$ cat src/rtl/pattern_sequencer.sv
`default_nettype none
// ============================================================================
//  Module      : pattern_sequencer
//  Description : Steps a test-pattern generator through its pattern indices.
//                Patterns change only on a frame start (rising edge of
//                i_VSync). Advances come from manual steps (i_Step, collapsed
//                to one per frame) or from automatic dwell timing.
//  Ports       : i_Clk         pixel clock, rising-edge logic
//                i_Rst         synchronous active-high reset
//                i_VSync       vertical sync, frame starts on its rising edge
//                i_Auto_En     advance automatically after DWELL_FRAMES frames
//                i_Hold        freeze dwell counter, block auto advance
//                i_Step        single-cycle manual advance request
//                o_Pattern     pattern select for the pattern generator
//                o_Frame_Start registered pulse, one cycle after a frame start
//                o_Wrap        pulse together with a wrapping pattern update
//                o_Dwell_Count current dwell counter value
//  Config      : define PATTERN_SEQ_SKIP_ZERO_EN to drop pattern 0 (generator
//                disabled) from the sequence; reset and wrap value become 1.
//  Revision    : 1.0 - initial release
// ============================================================================
module pattern_sequencer #(
  parameter int NUM_PATTERNS = 7,   // 2..16
  parameter int DWELL_FRAMES = 60   // 1..255
) (
  input  logic       i_Clk,
  input  logic       i_Rst,
  input  logic       i_VSync,
  input  logic       i_Auto_En,
  input  logic       i_Hold,
  input  logic       i_Step,
  output logic [3:0] o_Pattern,
  output logic       o_Frame_Start,
  output logic       o_Wrap,
  output logic [7:0] o_Dwell_Count
);

  localparam logic [3:0] C_LAST_PATTERN = 4'(NUM_PATTERNS - 1);
  localparam logic [7:0] C_DWELL_LAST   = 8'(DWELL_FRAMES - 1);
`ifdef PATTERN_SEQ_SKIP_ZERO_EN
  localparam logic [3:0] C_BASE_PATTERN = 4'd1;
`else
  localparam logic [3:0] C_BASE_PATTERN = 4'd0;
`endif

  typedef enum logic [0:0] {
    ST_IDLE = 1'b0,
    ST_RUN  = 1'b1
  } state_t;

  state_t      state_q, state_d;
  logic        vsync_q, vsync_d;
  logic        seen_low_q, seen_low_d;
  logic        step_pending_q, step_pending_d;
  logic [3:0]  pattern_q, pattern_d;
  logic [7:0]  dwell_q, dwell_d;
  logic        frame_start_q, frame_start_d;
  logic        wrap_q, wrap_d;

  logic        w_frame_start;
  logic        w_step_req;
  logic        w_auto_due;
  logic        w_advance;

  // vsync_q is cleared by reset, so a VSync that is already high when reset
  // releases would look like a rising edge. seen_low_q only arms edge
  // detection once VSync has actually been observed low after reset.
  assign w_frame_start = i_VSync & ~vsync_q & seen_low_q;

  // A step arriving on the frame-start cycle itself is consumed immediately.
  assign w_step_req = step_pending_q | i_Step;
  assign w_auto_due = (state_q == ST_RUN) & i_Auto_En & ~i_Hold &
                      (dwell_q == C_DWELL_LAST);
  // Both causes OR together, so a simultaneous step and auto expiry give one
  // advance.
  assign w_advance  = w_frame_start & (w_step_req | w_auto_due);

  always_comb begin
    state_d        = state_q;
    vsync_d        = i_VSync;
    seen_low_d     = seen_low_q | ~i_VSync;
    step_pending_d = step_pending_q | i_Step;
    pattern_d      = pattern_q;
    dwell_d        = dwell_q;
    frame_start_d  = w_frame_start;
    wrap_d         = 1'b0;

    if (w_frame_start) begin
      // Every frame start consumes the pending step (it is either applied
      // now or there was none).
      step_pending_d = 1'b0;

      case (state_q)
        ST_IDLE: begin
          state_d = ST_RUN;
          dwell_d = 8'd0;
        end
        ST_RUN: begin
          if (!i_Hold) begin
            dwell_d = dwell_q + 8'd1;
          end
        end
        default: begin
          state_d = ST_IDLE;
        end
      endcase

      if (w_advance) begin
        dwell_d = 8'd0;
        if (pattern_q == C_LAST_PATTERN) begin
          pattern_d = C_BASE_PATTERN;
          wrap_d    = 1'b1;
        end else begin
          pattern_d = pattern_q + 4'd1;
        end
      end
    end
  end

  always_ff @(posedge i_Clk) begin
    if (i_Rst) begin
      state_q        <= ST_IDLE;
      vsync_q        <= 1'b0;
      seen_low_q     <= 1'b0;
      step_pending_q <= 1'b0;
      pattern_q      <= C_BASE_PATTERN;
      dwell_q        <= 8'd0;
      frame_start_q  <= 1'b0;
      wrap_q         <= 1'b0;
    end else begin
      state_q        <= state_d;
      vsync_q        <= vsync_d;
      seen_low_q     <= seen_low_d;
      step_pending_q <= step_pending_d;
      pattern_q      <= pattern_d;
      dwell_q        <= dwell_d;
      frame_start_q  <= frame_start_d;
      wrap_q         <= wrap_d;
    end
  end

  assign o_Pattern     = pattern_q;
  assign o_Frame_Start = frame_start_q;
  assign o_Wrap        = wrap_q;
  assign o_Dwell_Count = dwell_q;

endmodule
`default_nettype wire

$ cat config.mk
export PLATFORM = sky130hd
export DESIGN_NAME = pattern_sequencer
export DESIGN_NICKNAME = d
export VERILOG_FILES = /design/src/rtl/pattern_sequencer.sv
export SDC_FILE = /design/constraint.sdc
export NUM_CORES = 1
export LEC_CHECK = 0
export ABC_AREA = 1
export BUFFER_PORTS_ARGS = -buffer_cell sky130_fd_sc_hd__buf_2
export CAP_MARGIN = 20
export CORE_MARGIN = 3
export CORE_UTILIZATION = 48
export CTS_BUF_LIST = sky130_fd_sc_hd__clkbuf_8
export DETAILED_ROUTE_END_ITERATION = 7
export PLACE_DENSITY = 0.72
export SYNTH_ARGS = -nofsm -noshare
export SYNTH_HDL_FRONTEND = slang
export SYNTH_SLANG_ARGS = --single-unit
$ cat constraint.sdc
create_clock -name i_Clk -period 2.9 [get_ports i_Clk]
set_input_delay 0 -clock i_Clk [delete_from_list [all_inputs] [get_ports i_Clk]]
set_output_delay 0 -clock i_Clk [all_outputs]
set_load 0.1 [all_outputs]
==> metrics <==
status=finished, final reports clean; largest net degree at the start of global routing=18; Vias per Instance=5.02; register area=360 µm²; total CTS buffers=3; met3 Usage GRT=3.63%; hold_ws=90.5 ps; initial antenna violation count=0; Period minus WS final=1450 ps; routed vias=898; crit-path max FO=14; CP Capture Type=register; Fin. Hold Viols=0; fin crit share=50.0%; unrepaired setup endpoints after global routing=no; PortBufs=19; final WL=1930 µm; Crit path max-delay family=simple AND/OR/NAND/NOR gates; post-synth cell types=22; Seq/Total Area, Yosys=39.1%; diode count=0; Reg2Reg Launch Point=o_Dwell_Count[0]$_SDFFE_PP0P_; Yosys warnings=0; Critical Path RT=3030 ps; multi-input logic area=478 µm²; Synth Area per Inst=6.93 µm²; die area=2480 µm²; die height=49.8 µm; max frequency=690 MHz; WP data arrival=1580 ps; Setup Skew=1.21 ps; max-cap viol count=0; GR Util All Layers=16.7%; worst slew pin tran=489 ps; Worst-path clk slew=70 ps; dpl ws=1470 ps; VDD IR max=330 µV; Max clock buf depth=2; clk root buf=clkbuf_8; final worst slack=1450 ps; Rel. slew slack=67.6%; M2 GR Usage=27.3%; Post-CTS Setup Bufs=0; min-delay src=i_Step; synthesized net count=140; row count=15; Pre-antenna DRT Iters=4; # DRC=0; CTS H-Tree Depth=1; Setup crit start kind=register; Post-Syn Instances=133; Total Negative Setup Slacks=0 ps; crit-path max cell delay=410 ps; crit path from=o_Dwell_Count[0]$_SDFFE_PP0P_; die width=49.8 µm; DP HPWL=1360 µm; total grt overflow=0; TritonCTS clock tree=done; Final nets=162; Clock Sinks=18; GPL Wtd Cong=0.886; Worst-Skew Late Latency=250 ps; Slowest cell on crit path=dfxtp_1; number of global-route vias before repair=766; leakage=0.452 nW; fraction of layout instances using a drive strength above 1=19.5%; drt wl/cell=10.8 µm; Post-Syn Area=922 µm²; Final Slew Violations=0; ANT nets after route=0; I/O Pins=20; starting density of the core=52.3%; first-pass GRT wire length=3280 µm; FF+latch count, synth=18; power density cells=464 nW/µm²; initial DRC count=37; met1 capacity usage during global routing=21.1%; Filler Cell Count=185; PnR Total Power=0.508 mW; Util after Layout=62.1%; Hold WC Path Type=primary input to register; synth-to-layout area growth=18.7%; Crit Path Category=register to register; busiest grt layer=met2; CP dominant cell by count=nand3_1; # setup viols final=0; crit-path cells=ha_1, nand2_1, nor2_1, nand3_1, nand2_2, nand2_4, nand3_1, a21oi_1; Core ar.=1760 µm²; crit path buf inv count=0
[placed cells by master (no fill, tap or decap)]
cell type      count
dlygate4sd3_1      1
o21ai_0            1
nand4_1            4
nand2_1           29
dfxtp_1           18
nor3_1             3
inv_1             14
nand3_1           16
clkinv_4           1
nand2_2            1
o21bai_1           1
o21ai_1            1
buf_2             19
inv_2              1
nor3_2             1
nand2_4            2
ha_1               1
a21oi_1           13
xor2_1             1
nor3b_1            3
clkbuf_8           4
nor3_4             1
nor2_1            18
[metrics by stage]
stage,area (µm²),std cells
global route,1090,179
floorplan,922,133
global placement,1030,174
finish,1090,179
CTS,1090,179
detailed placement,1030,174
[cells in the mapped netlist]
| library cell | instances | area (µm²) |
|---|---|---|
| nand2_2 | 1 | 6.26 |
| nor3_4 | 1 | 16.3 |
| buf_6 | 1 | 11.3 |
| nor3_2 | 1 | 10.0 |
| clkbuf_1 | 2 | 7.51 |
| nand2_1 | 29 | 109 |
| dfxtp_1 | 18 | 360 |
| o21ai_1 | 1 | 5.00 |
| a21oi_1 | 13 | 65.1 |
| nand3_1 | 16 | 80.1 |
| nor3b_1 | 3 | 22.5 |
| nor2_1 | 18 | 67.6 |
| nand4_1 | 4 | 25.0 |
| nor3_1 | 3 | 15.0 |
| o21ai_0 | 1 | 5.00 |
| clkinv_4 | 1 | 8.76 |
| ha_1 | 1 | 12.5 |
| inv_2 | 1 | 3.75 |
| o21bai_1 | 1 | 7.51 |
| inv_1 | 14 | 52.6 |
| nand2_4 | 2 | 22.5 |
| xor2_1 | 1 | 8.76 |
[layout make-up]
class / instances / share of cell area (%)
repair buffers: 20 / 9.60
multi-input cells: 96 / 43.7
well taps: 25 / 2.86
inverters: 16 / 5.94
clock buffers: 4 / 5.03
flip-flops and latches: 18 / 32.9
[tightest hold or removal path, stage by stage]
cell and delay, ps:
buf_2 80, nor2_1 60, nor3_1 150
[per-layer routing]
metal / wire (µm) / share of wire [%]
met5: 0 / 0
met4: 17 / 0.88
met3: 60 / 3.1
met2: 900 / 47
met1: 949 / 49
[report_power, final]
group / internal [mW] / leakage [nW] / switching, mW
registers: 0.253 / 0.146 / 0.00449
logic: 0.0123 / 0.277 / 0.0391
clock network: 0.120 / 0.0288 / 0.0789
[cell families (layout without fill, tap and decap cells)]
group                    after synthesis  count (layout)  share of synthesized area [%]
buffers and inverters                 19              40                           9.09
flip-flops                            18              18                           39.1
XOR/XNOR                               1               1                          0.950
AND/OR/NAND/NOR                       78              78                           40.6
adder cells (fa/ha/maj)                1               1                           1.36
AO/OA/AOI/OAI                         16              16                           8.95
[flip-flops by register name, summed over array words and instances (netlist names)]
name and count:
o_Dwell_Count 8, state_q 1, o_Wrap 1, seen_low_q 1, o_Frame_Start 1, o_Pattern 4, vsync_q 1, step_pending_q 1
[final timing paths]
path	to	slack (ps)	cells past startpoint
worst min-delay path	step_pending_q$_SDFF_PP0_	90	3
worst max-delay path	o_Dwell_Count[7]$_SDFFE_PP0P_	1450	8
worst max register to register	o_Dwell_Count[7]$_SDFFE_PP0P_	1450	8
worst min register to register	o_Dwell_Count[7]$_SDFFE_PP0P_	500	2
[what timing repair did]
action                    CTS  global route
gates resized for setup     0             0
hold buffers                1             0
hold endpoints to repair    1             0
Note: power is estimated with default switching activity, not from simulation.
